[src/rtl/pc_fetch_gen_pkg.sv]
// Shared definitions for the IF-stage program-counter / fetch-request generator:
// FSM state encodings, pipeline stall polarity constants and the default reset vector.
package pc_fetch_gen_pkg;

    typedef enum logic [1:0] {
        PCF_OFF   = 2'd0,
        PCF_FETCH = 2'd1,
        PCF_STALL = 2'd2
    } pcf_state_e;

    localparam logic NOSTOP = 1'b0;
    localparam logic STOP   = 1'b1;

    localparam logic [31:0] PCF_RESET_VEC = 32'h0000_0000;

endpackage

[src/rtl/pc_redirect_buf.sv]
// One-entry redirect buffer: remembers a taken branch target that arrived while
// the fetch could not advance, until the next advance consumes it or a flush drops it.
module pc_redirect_buf #(
    parameter int ADDR_W = 32
) (
    input  logic              clk,
    input  logic              rst,
    input  logic              clr_i,
    input  logic              wr_i,
    input  logic [ADDR_W-1:0] wr_addr_i,
    input  logic              consume_i,
    output logic              vld_o,
    output logic [ADDR_W-1:0] addr_o
);

    logic              vld_q, vld_d;
    logic [ADDR_W-1:0] addr_q, addr_d;

    // Clear and consume both drop the entry; a newer branch overwrites an older one.
    always_comb begin
        vld_d  = vld_q;
        addr_d = addr_q;
        if (clr_i || consume_i) begin
            vld_d = 1'b0;
        end else if (wr_i) begin
            vld_d  = 1'b1;
            addr_d = wr_addr_i;
        end
    end

    // Valid flag is control state and is reset.
    always_ff @(posedge clk) begin
        if (rst) begin
            vld_q <= 1'b0;
        end else begin
            vld_q <= vld_d;
        end
    end

    // Stored target is only meaningful while valid, so it is left unreset.
    always_ff @(posedge clk) begin
        addr_q <= addr_d;
    end

    assign vld_o  = vld_q;
    assign addr_o = addr_q;

endmodule

[src/rtl/pc_fetch_gen.sv]
// IF-stage program counter and instruction-fetch request generator.
// Optional build macro PC_ALIGN_CHK_EN: flags a PC that is not STEP-aligned
// (misalign, used as AdEL) and suppresses the fetch request while it is set.
module pc_fetch_gen
    import pc_fetch_gen_pkg::*;
#(
    parameter int          ADDR_W    = 32,
    parameter logic [31:0] RESET_VEC = PCF_RESET_VEC,
    parameter int unsigned STEP      = 4,
    parameter int          STALL_W   = 6
) (
    input  logic               clk,
    input  logic               rst,
    input  logic [STALL_W-1:0] stall,
    input  logic               flush,
    input  logic [ADDR_W-1:0]  new_pc,
    input  logic               branch_flag_i,
    input  logic [ADDR_W-1:0]  branch_target_address_i,
    input  logic               inst_ack,
    output logic [ADDR_W-1:0]  pc,
    output logic               ce,
    output logic               inst_req,
    output logic [ADDR_W-1:0]  inst_addr,
    output logic               inst_valid,
    output logic               misalign
);

    localparam logic [ADDR_W-1:0] RST_PC = ADDR_W'(RESET_VEC);

    pcf_state_e        state_q, state_d;
    logic              ce_q;
    logic [ADDR_W-1:0] pc_q, pc_d;
    logic              stall_pc;
    logic              req;
    logic              adv;
    logic              pend_vld;
    logic [ADDR_W-1:0] pend_addr;
    logic              misalign_w;
    logic              unused_stall;

    // Only the PC-stage bit of the stall vector matters here.
    assign stall_pc     = (stall[0] == STOP);
    assign unused_stall = ^stall;

`ifdef PC_ALIGN_CHK_EN
    logic misalign_q;

    // Alignment flag tracks the PC it describes, so it is computed from pc_d.
    always_ff @(posedge clk) begin
        if (rst) begin
            misalign_q <= 1'b0;
        end else begin
            misalign_q <= (pc_d % ADDR_W'(STEP)) != '0;
        end
    end

    assign misalign_w = misalign_q;
`else
    assign misalign_w = 1'b0;
`endif

    // Request and advance qualifiers: a captured word waiting out a stall advances without a new ack.
    always_comb begin
        req = (state_q == PCF_FETCH) && !misalign_w;
        adv = ((req && inst_ack) || (state_q == PCF_STALL)) && !stall_pc;
    end

    // Next state and next PC; flush beats branch, branch beats pending redirect, which beats sequential.
    always_comb begin
        state_d = state_q;
        pc_d    = pc_q;
        unique case (state_q)
            PCF_OFF:   state_d = PCF_FETCH;
            PCF_FETCH: if (req && inst_ack && stall_pc) state_d = PCF_STALL;
            PCF_STALL: if (!stall_pc) state_d = PCF_FETCH;
            default:   state_d = PCF_OFF;
        endcase
        if (ce_q) begin
            if (flush) begin
                pc_d    = new_pc;
                state_d = PCF_FETCH;
            end else if (adv && branch_flag_i) begin
                pc_d = branch_target_address_i;
            end else if (adv && pend_vld) begin
                pc_d = pend_addr;
            end else if (adv) begin
                pc_d = pc_q + ADDR_W'(STEP);
            end
        end
    end

    // State, enable and PC registers; ce rises on the first edge out of reset.
    always_ff @(posedge clk) begin
        if (rst) begin
            state_q <= PCF_OFF;
            ce_q    <= 1'b0;
            pc_q    <= RST_PC;
        end else begin
            state_q <= state_d;
            ce_q    <= 1'b1;
            pc_q    <= pc_d;
        end
    end

    pc_redirect_buf #(
        .ADDR_W (ADDR_W)
    ) u_redirect (
        .clk       (clk),
        .rst       (rst),
        .clr_i     (ce_q && flush),
        .wr_i      (ce_q && !flush && !adv && branch_flag_i),
        .wr_addr_i (branch_target_address_i),
        .consume_i (adv),
        .vld_o     (pend_vld),
        .addr_o    (pend_addr)
    );

    assign pc         = pc_q;
    assign ce         = ce_q;
    assign inst_req   = req;
    assign inst_addr  = pc_q;
    assign inst_valid = adv && !flush;
    assign misalign   = misalign_w;

endmodule

[config.mk]
export PLATFORM = sky130hd
export DESIGN_NAME = pc_fetch_gen
export DESIGN_NICKNAME = d
export VERILOG_FILES = /design/src/rtl/pc_fetch_gen_pkg.sv /design/src/rtl/pc_redirect_buf.sv /design/src/rtl/pc_fetch_gen.sv
export SDC_FILE = /design/constraint.sdc
export NUM_CORES = 1
export LEC_CHECK = 0
export ABC_AREA = 0
export BUFFER_PORTS_ARGS = -buffer_cell sky130_fd_sc_hd__clkbuf_2
export CORE_UTILIZATION = 50
export DETAILED_ROUTE_END_ITERATION = 16
export GPL_TIMING_DRIVEN = 0
export HOLD_SLACK_MARGIN = 0.02
export PLACE_DENSITY = 0.8
export SLEW_MARGIN = 10
export SYNTH_ARGS = -nofsm -noshare
export SYNTH_HDL_FRONTEND = slang
export SYNTH_SLANG_ARGS = --single-unit
[constraint.sdc]
create_clock -name clk -period 4.9 [get_ports clk]
set_input_delay 0.245 -clock clk [delete_from_list [all_inputs] [get_ports clk]]
set_output_delay 0.245 -clock clk [all_outputs]
set_load 0.03 [all_outputs]
==> results of run 1 <==
registers in the layout, summed over array words and instances, names as in the netlist:
name	flops
u_redirect.addr_o	32
inst_addr	32
state_q	2
u_redirect.vld_o	1
ce	1
layout make-up:
| cell class | instances | area [sq um] |
|---|---|---|
| plain buffers | 55 | 345.3 |
| fillers | 643 | 2675 |
| clock buffers | 11 | 131.4 |
| clock inverters | 5 | 76.32 |
| inverters | 7 | 26.28 |
| flip-flops and latches | 68 | 1682 |
| well taps | 102 | 127.6 |
| multi-input cells | 303 | 1993 |
| repair buffers | 139 | 710.7 |
final timing paths:
kind | startpoint | endpoint | slack [ps] | cells past startpoint
hold reg to reg | inst_addr[1] | inst_addr[1] | 520 | 2
setup / recovery | ce | u_redirect.addr_o[30] | 2400 | 5
hold / removal | branch_target_address_i[2] | u_redirect.addr_o[2] | 70 | 1
setup reg to reg | ce | u_redirect.addr_o[30] | 2400 | 5
cell families (layout without fill, tap and decap cells):
group                      count (synthesis)  count (layout)  synth area share
buffers and inverters                     62             217           0.09195
adders and majority gates                  1               1          0.003095
xor gates and xnor gates                  23              23           0.04984
AOI/OAI and AO/OA                        148             148            0.2529
DFF                                       68              68            0.4161
and+or+nand+nor                          130             130            0.1851
other                                      1               1         0.0009279
routing by layer:
layer,vias up,track usage
met4,0,0.1849
met3,69,0.07463
met2,347,0.5056
met1,2011,0.4057
li1,1946,-
met5,-,0
metrics by stage:
step,std cells,hold slack [ps],utilization
after floorplan,433,343.9,-
after global placement,671,439.4,0.6244
after detailed placement,674,439.6,0.6289
after CTS,690,71.09,0.6556
after global routing,690,72.44,0.6556
final,690,71.03,0.6556
power groups by stage:
| stage | sequential, uW | clock (uW) | combinational, uW |
|---|---|---|---|
| 6_report | 664 | 518 | 326 |
| 5_1_grt | 668 | 541 | 344 |
| 4_1_cts | 663 | 515 | 321 |
| 3_5_place_dp | 675 | 0 | 320 |
| 3_3_place_gp | 675 | 0 | 311 |
| 2_1_floorplan | 705 | 0 | 172 |
critical path, cell delays in order, from the launching register on:
cell and delay [ps]:
dfxtp_1 580, clkbuf_1 460, nand2_1 140, nor3_2 530
buf_6 250, buf_4 240
layout by cell type (no fill, tap or decap), types with 8 or more instances in the layout:
master,netlist,routed
clkbuf_1,11,13
buf_4,34,35
nand3_1,9,9
o22ai_1,13,13
buf_2,9,9
o21ai_0,17,17
or3_1,9,9
a221oi_1,8,8
dfxtp_1,36,36
nor2_1,27,27
nor3_1,13,12
o211ai_1,13,13
a21oi_1,31,31
edfxtp_1,32,32
nand2_1,26,26
xnor2_1,17,17
o21ai_1,13,13
clkbuf_2,0,136
and3_1,9,9
clkbuf_8,0,9
==> impl_metrics.py, run 1 <==
metrics = {
    "status": {
        "outcome": "completed",
    },
    "power_and_ir_drop": {
        "p_total_uw": 1508,
        "p_comb_frac": 0.216,
        "p_leak_uw": 0.002115,
        "netSwitchingFraction": 0.3187,
        "power_frac_clock": 0.344,
        "switchingPower_uw": 480.8,
        "ir_worst_vdd_mv": 0.1557,
        "seq_power_share": 0.440,
        "power_density_nw_per_um2": 296.2,
        "p_int_uw": 1028,
    },
    "synth": {
        "ys_ff_latch": 68,
        "netlist_area_sq_um": 4041,
        "yosysMostFrequentCell": "dfxtp_1",
        "synth.avg_cell_area_sq_um": 9.333,
        "ys.flop_type": "dfxtp_1",
        "syn-num-nets": 509,
        "synthTopCellsByCount": "dfxtp_1, buf_4, edfxtp_1",
        "synth_edf_count": 32,
        "yosysTopAreaCell": "edfxtp_1",
        "synth_area_leaders": "edfxtp_1, dfxtp_1, buf_4",
        "synth_top_area_frac": 0.2378,
        "synthCells": 433,
        "yosys_warnings": 0,
        "yosysSeqAreaShare": 0.4161,
        "synthArstFlopShare": 0,
        "synthDistinctLibCells": 71,
    },
    "route": {
        "route.vias.total": 4373,
        "finalWirelength_mm": 13.57,
        "drc": 0,
        "top_layer": "met4",
        "met2_length_mm": 6.203,
        "route.met3.wl_mm": 1.569,
        "ant_nets": 0,
        "wl_per_cell_um": 19.67,
        "dr.pass1.iters": 5,
        "drt-met1-wl_mm": 5.166,
        "vias_per_cell": 6.338,
        "initialDrtViolationCount": 466,
    },
    "worst_setup_path": {
        "cp_max_fo": 10,
        "crit_type": "flip-flop to flip-flop",
        "start_kind": "flip-flop",
        "endpoint_kind": "flip-flop",
        "crit_arrival_ps": 2560,
        "required_ps": 4960,
    },
    "timing": {
        "max_freq_mhz": 399.9,
        "setup_ws_ps": 2399,
        "tightest_slew_ps": 843.4,
        "finalCritPeriodShare": 0.5104,
        "finalMaxSlewViolations": 0,
        "hold_violations": 0,
        "max-slew-margin-rel": 0.4347,
        "period_needed_ps": 2501,
        "rsz0062_at_grt": "false",
        "clock_skew_ps": 10.12,
        "fin_tns_setup_ps": 0,
        "setup_viol": 0,
    },
    "clock_tree": {
        "cts_root_buf": "clkbuf_8",
        "clockBufferDepth": 2,
        "clk_latency_ps": 360,
        "cts_tree": "yes",
        "htreeDepth": 3,
        "ctsResizeCount": 0,
        "clk_pin_slew_ps": 80,
        "postCtsHoldBufs": 0,
        "cts_inserted_buffers": 9,
        "numClockSinks": 68,
        "post_cts_buffers": 0,
    },
    "die": {
        "die_area_sq_um": 8447,
        "dieHeight_um": 91.91,
        "start_util": 0.5203,
        "io_pins": 143,
        "fp.dieW_um": 91.91,
        "rows": 32,
        "core-area_sq_um": 7767,
    },
    "layout": {
        "antenna_cells": 0,
        "area_growth_pct": 26.01,
        "drive_above_1_share": 0.3656,
        "fin_area_sq_um": 5092,
        "finalNetCount": 659,
    },
    "placement": {
        "place.gp.congestion": 0.9210,
        "port_buffers": 136,
        "post-place-ws_ps": 2283,
        "detailed_place.area_sq_um": 4885,
        "post-dp-hpwl_mm": 9.696,
    },
    "grt": {
        "grt_overflow_total": 0,
        "grt_antenna_before_repair": 0,
        "grt_pass1_vias": 4053,
        "grtUsageTotal": 0.3221,
        "grt_max_degree": 12,
        "grt_pass1_wl_mm": 20.67,
    },
    "run": {
        "cap_violations": 0,
    },
    "min_path": {
        "min_path_type": "input pin to flip-flop",
    },
}
No activity file was read; power rests on OpenSTA's default activity.
==> run 2, diff against run 1 <==
==> constraint.sdc (replaced) <==
create_clock -name clk -period 2.4 [get_ports clk]
set_input_delay 0.12 -clock clk [delete_from_list [all_inputs] [get_ports clk]]
set_output_delay 0.12 -clock clk [all_outputs]
set_load 0.03 [all_outputs]
==> run 2 against run 1 <==
Net effect: die area unchanged; count of clock-buffer cells in the layout grew 1; utilization up 3.8 points; register-to-register slack got worse by 2300 ps; critical path type unchanged; largest power group unchanged.
==> impl_metrics.py, run 2 (synthesis gave the netlist of run 1 again) <==
metrics = {
    "status": {
        "outcome": "completed",
    },
    "die": {
        "core-area_sq_um": 7767,
        "fp.dieW_um": 91.91,
        "io_pins": 143,
        "die_area_sq_um": 8447,
        "dieHeight_um": 91.91,
        "rows": 32,
        "start_util": 0.5203,
    },
    "worst_setup_path": {
        "cp_num_buf_inv": 2,
        "endpoint_kind": "flip-flop",
        "cpMostUsedCell": "buf_2",
        "max_stage_delay_ps": 360,
        "start_kind": "flip-flop",
        "crit_type": "flip-flop to flip-flop",
        "crit_arrival_ps": 2500,
        "cp_max_fo": 10,
        "reg2reg_slack_ps": 110,
        "required_ps": 2610,
        "cp_slowest_cell": "dfxtp_1",
        "path_cells": "nand3b_1 > a21oi_4 > nand2_1 > buf_2 > buf_2 > nor3_1 > nor4_2",
        "crit_family": "simple AND/OR/NAND/NOR gates",
    },
    "timing": {
        "finalCritPeriodShare": 0.9538,
        "period_needed_ps": 2289,
        "max_freq_mhz": 436.8,
        "clock_skew_ps": 5.910,
        "max-slew-margin-rel": 0.4401,
        "tightest_slew_ps": 835.3,
        "hold_violations": 0,
        "fin_tns_setup_ps": 0,
        "holdWs_ps": 41.78,
        "finalMaxSlewViolations": 0,
        "setup_viol": 0,
        "rsz0062_at_grt": "false",
    },
    "grt": {
        "grt_pass1_wl_mm": 21.29,
        "grtUsageTotal": 0.3297,
        "grt_antenna_before_repair": 0,
        "grt_overflow_total": 0,
        "grt_pass1_vias": 4135,
        "grt_max_degree": 16,
    },
    "route": {
        "initialDrtViolationCount": 527,
        "finalWirelength_mm": 13.85,
        "wl_per_cell_um": 19.21,
        "route.vias.total": 4484,
        "ant_nets": 0,
        "vias_per_cell": 6.219,
        "drc": 0,
        "dr.pass1.iters": 8,
    },
    "layout": {
        "antenna_cells": 0,
        "fin_cells": 721,
        "drive_above_1_share": 0.3425,
        "area_growth_pct": 33.22,
        "utilization": 0.6931,
        "final_common_cell": "clkbuf_2",
        "finalNetCount": 690,
        "nFillCells": 645,
        "layout_common_cells": "clkbuf_2, dfxtp_1, buf_4",
    },
    "placement": {
        "post-dp-hpwl_mm": 9.610,
        "dp_cells": 673,
        "place.gp.congestion": 0.9093,
        "port_buffers": 136,
    },
    "clock_tree": {
        "clk_pin_slew_ps": 70,
        "numClockSinks": 68,
        "post_cts_buffers": 0,
        "cts_root_buf": "clkbuf_8",
        "clockBufferDepth": 2,
        "cts_tree": "yes",
        "cts_inserted_buffers": 9,
        "clk_latency_ps": 350,
        "htreeDepth": 3,
    },
    "power_and_ir_drop": {
        "switchingPower_uw": 949.2,
        "power_density_nw_per_um2": 532.7,
        "seq_power_share": 0.473,
        "power_frac_clock": 0.279,
        "p_leak_uw": 0.002229,
        "p_int_uw": 1919,
        "p_comb_frac": 0.248,
        "ir_worst_vdd_mv": 0.2680,
        "netSwitchingFraction": 0.3310,
    },
    "run": {
        "cap_violations": 0,
    },
    "min_path": {
        "min_path_type": "input pin to flip-flop",
    },
}
[run 2: cell count changes in the layout (fill, tap and decap cells not counted), sizes merged]
cell         delta
dlygate4sd3    +32
clkinv          +2
buf             -1
bufinv          -2
clkbuf          +1
clkinvlp        -1
[run 2: repair_timing]
item,4_1_cts,5_1_grt
setup endpoints to repair,0,21
hold buffers,32,0
hold endpoints to repair,32,0
gates resized for setup,0,3
[run 2: stage by stage]
stage / power (uW) / instance area (sq um) / setup WS (ps)
global placement: 2015 / 4861 / -437.0
CTS: 2845 / 5375 / 85.15
floorplan: 1791 / 4053 / 210.7
detailed placement: 2035 / 4903 / 124.8
global route: 2961 / 5384 / 0.6479
finish: 2868 / 5384 / 110.8
[run 2: layout make-up]
class / count / area (sq um) / share of cell area
Multi-Input combinational cell: 303 / 2007 / 0.3728
Timing Repair Buffer: 170 / 1044 / 0.1938
Sequential cell: 68 / 1682 / 0.3123
Clock inverter: 4 / 16.27 / 0.003021
Tap cell: 102 / 127.6 / 0.02370
Buffer: 55 / 346.6 / 0.06437
Inverter: 7 / 26.28 / 0.004880
Clock buffer: 12 / 135.1 / 0.02510
[run 2: power by group through the flow]
stage | clock network [uW] | registers, uW | logic [uW]
floorplan | 0 | 1440 | 354
global placement | 0 | 1380 | 638
detailed placement | 0 | 1380 | 656
CTS | 793 | 1350 | 699
global route | 844 | 1360 | 753
finish | 800 | 1360 | 712
[run 2: worst paths after layout]
path / start / endpoint / depth (start not counted)
setup / recovery: state_q[1] / inst_addr[21] / 7
hold / removal: new_pc[10] / inst_addr[10] / 3
setup reg to reg: state_q[1] / inst_addr[21] / 7
hold reg to reg: inst_addr[0] / inst_addr[0] / 2
[run 2: tightest hold or removal path: cells and delay by family]
family                 cells  cell delay [ps]
AO/OA/AOI/OAI              2              150
buffers and inverters      1               90
[run 2: metal layers]
layer	up-vias	global-route usage	wire length, um
met5	-	0	0
met1	2049	0.4013	5103
met4	0	0.1628	452
li1	2001	-	-
met3	53	0.09784	1829
met2	381	0.5305	6466
==> run 3, diff against run 2 <==
--- a/config.mk
+++ b/config.mk
@@ -5,13 +5,15 @@
 export SDC_FILE = /design/constraint.sdc
 export NUM_CORES = 1
 export LEC_CHECK = 0
-export ABC_AREA = 0
+export ABC_AREA = 1
 export BUFFER_PORTS_ARGS = -buffer_cell sky130_fd_sc_hd__clkbuf_2
-export CORE_UTILIZATION = 50
+export CELL_PAD_IN_SITES_DETAIL_PLACEMENT = 1
+export CELL_PAD_IN_SITES_GLOBAL_PLACEMENT = 2
+export CORE_UTILIZATION = 27
 export DETAILED_ROUTE_END_ITERATION = 16
 export GPL_TIMING_DRIVEN = 0
 export HOLD_SLACK_MARGIN = 0.02
-export PLACE_DENSITY = 0.8
+export PLACE_DENSITY_LB_ADDON = 0.1
 export SLEW_MARGIN = 10
 export SYNTH_ARGS = -nofsm -noshare
 export SYNTH_HDL_FRONTEND = slang
==> run 3 against run 2 <==
Net effect: sequential power hardly changed; setup slack better by 170 ps; non-clock buffer count is 7 higher; sequential share of layout area is 3.7 points lower; largest cell class unchanged; combinational power is 3.1% lower.
==> impl_metrics.py, run 3 <==
metrics = {
    "status": {
        "outcome": "completed",
    },
    "power_and_ir_drop": {
        "ir_worst_vdd_mv": 0.2985,
        "netSwitchingFraction": 0.2972,
        "p_int_uw": 2445,
        "seq_power_share": 0.386,
        "p_comb_frac": 0.198,
        "p_leak_uw": 0.002836,
        "switchingPower_uw": 1034,
        "p_total_uw": 3479,
        "power_density_nw_per_um2": 568.9,
        "power_frac_clock": 0.415,
    },
    "grt": {
        "use_met1": 0.2709,
        "grt_pass1_wl_mm": 25.59,
        "grt_max_degree": 13,
        "met3_usage": 0.02239,
        "globalRouteMet2Util": 0.3411,
        "grt_pass1_vias": 4794,
        "grtUsageTotal": 0.2042,
        "grt_antenna_before_repair": 0,
        "grt_overflow_total": 0,
        "grt.busiest_layer": "met2",
    },
    "worst_setup_path": {
        "cp_num_buf_inv": 0,
        "crit_family": "simple AND/OR/NAND/NOR gates",
        "required_ps": 2600,
        "cp_slowest_cell": "dfxtp_1",
        "crit_arrival_ps": 2320,
        "crit_type": "flip-flop to flip-flop",
        "cpMostUsedCell": "nand2_1",
        "cp_max_fo": 6,
        "max_stage_delay_ps": 420,
        "path_cells": "ha_1 > nand2_1 > nor2_2 > nand2_1 > nor2_2 > nand3_1 > nand3_1 > nand2_1 > nand2_1 > nand2_1 > nand2_1 > a21oi_1",
        "endpoint_kind": "flip-flop",
        "start_kind": "flip-flop",
    },
    "timing": {
        "max-slew-margin-rel": 0.5072,
        "period_needed_ps": 2118,
        "setup_viol": 0,
        "max_freq_mhz": 472.0,
        "rsz0062_at_grt": "false",
        "clock_skew_ps": 7.457,
        "hold_violations": 0,
        "tightest_slew_ps": 739.2,
        "finalCritPeriodShare": 0.8827,
        "finalMaxSlewViolations": 0,
    },
    "synth": {
        "yosys_warnings": 0,
        "netlist_area_sq_um": 4459,
        "synth-xor-area-share": 0.02946,
        "yosysMostFrequentCell": "nand2_1",
        "synthSimpleGateAreaFrac": 0.3611,
        "synth_area_leaders": "edfxtp_1, nand2_1, dfxtp_1",
        "synth.area.mux_share": 0,
        "synthCells": 665,
        "synth_fa_ha_area_frac": 0.002806,
        "synth_top_area_frac": 0.2155,
        "ys.flop_type": "dfxtp_1",
        "synthDistinctLibCells": 36,
        "yosysSeqAreaShare": 0.3771,
        "ys_ff_latch": 68,
        "syn-num-nets": 741,
        "synth.avg_cell_area_sq_um": 6.706,
        "synth_edf_count": 32,
        "synth_top_family_by_area": "simple AND/OR/NAND/NOR gates",
        "yosysTopAreaCell": "edfxtp_1",
        "synthArstFlopShare": 0,
        "synth_compound_area_frac": 0.09259,
        "synthTopCellsByCount": "nand2_1, nor2_1, inv_1",
    },
    "route": {
        "vias_per_cell": 4.494,
        "route.vias.total": 4804,
        "dr.pass1.iters": 4,
        "initialDrtViolationCount": 213,
        "drc": 0,
        "finalWirelength_mm": 16.81,
        "ant_nets": 0,
        "wl_per_cell_um": 15.73,
    },
    "die": {
        "start_util": 0.2787,
        "io_pins": 143,
        "fp.dieW_um": 130.5,
        "rows": 46,
        "dieHeight_um": 130.5,
        "die_area_sq_um": 17030,
        "core-area_sq_um": 16000,
    },
    "layout": {
        "nFillCells": 2122,
        "area_growth_pct": 37.15,
        "fin_area_sq_um": 6116,
        "drive_above_1_share": 0.2696,
        "antenna_cells": 0,
        "layout_common_cells": "nand2_1, clkbuf_2, nor2_1",
        "fin_cells": 1069,
        "final_common_cell": "nand2_1",
        "finalNetCount": 924,
    },
    "placement": {
        "detailed_place.area_sq_um": 5458,
        "port_buffers": 135,
        "post-dp-hpwl_mm": 13.16,
        "dp_cells": 1019,
        "place.gp.congestion": 0.7792,
    },
    "clock_tree": {
        "htreeDepth": 3,
        "numClockSinks": 68,
        "cts_root_buf": "clkbuf_16",
        "clk_pin_slew_ps": 60,
        "clockBufferDepth": 2,
        "clk_latency_ps": 340,
        "cts_tree": "yes",
        "cts_inserted_buffers": 9,
    },
    "min_path": {
        "min_path_type": "input pin to flip-flop",
    },
    "run": {
        "cap_violations": 0,
    },
}
run 3: repair_timing:
action	4_1_cts	5_1_grt
gates resized for setup	0	3
endpoints found under the setup margin	0	3
hold endpoints to repair	34	0
hold buffers	34	0
setup buffers	0	0
run 3: worst register-to-register path: stages, from the launching register on:
cell and delay [ps]:
dfxtp_1 420, ha_1 190, nand2_1 110, nor2_2 200, nand2_1 170, nor2_2 250, nand3_1 100, nand3_1 150
nand2_1 70, nand2_1 60, nand2_1 50, nand2_1 130, a21oi_1 80
run 3: layer usage:
metal  part of all wire  vias up  wire length, um
li1                   -     2435                -
met1               0.48     2251             8107
met2               0.47      102             7881
met3              0.035       16              583
met4              0.014        0              240
met5                  0        -                0
run 3: cell families after synthesis:
logic type                 after synthesis
adders and majority gates                1
AOI/OAI and AO/OA                       74
other                                    1
buffers and inverters                  120
DFF                                     68
xor gates and xnor gates                15
and+or+nand+nor                        386
run 3: path summary, 6_finish.rpt:
| check | from | endpoint | slack, ps | depth (start not counted) |
|---|---|---|---|---|
| max reg2reg | inst_addr[3] | inst_addr[24] | 280 | 12 |
| min | new_pc[4] | inst_addr[4] | 30 | 3 |
| max | inst_addr[3] | inst_addr[24] | 280 | 12 |
| min reg2reg | u_redirect.vld_o | u_redirect.vld_o | 470 | 1 |
run 3: per-stage QoR:
| stage | setup TNS [ps] | utilization | hold slack, ps | setup slack (ps) |
|---|---|---|---|---|
| 6_report | 0 | 0.3822 | 29.54 | 281.5 |
| 5_1_grt | 0 | 0.3822 | 54.63 | 25.42 |
| 4_1_cts | 0 | 0.3817 | 25.09 | 101.8 |
| 3_5_place_dp | 0 | 0.3411 | 314.8 | 120.7 |
| 3_3_place_gp | -18480 | 0.3388 | 314.8 | -567.8 |
| 2_1_floorplan | 0 | - | 189.1 | 137.1 |
run 3: layout make-up:
type                       instances  area (sq um)  share of cell area
multi-input combinational        477          2193              0.3586
sequential                        68          1683              0.2752
clock buffer                      11         232.7             0.03805
buffer                            60         381.6             0.06240
inverter                          60         225.2             0.03682
tap                              216         270.3             0.04419
clock inverter                     5         76.32             0.01248
timing repair buffer             172          1054              0.1723
run 3: power groups by stage:
stage	Sequential (uW)	Combinational (uW)	Clock, uW
after floorplan	1410	358	0
after global placement	1370	639	0
after detailed placement	1370	654	0
after CTS	1340	700	1470
after global routing	1350	760	1510
final	1340	690	1450
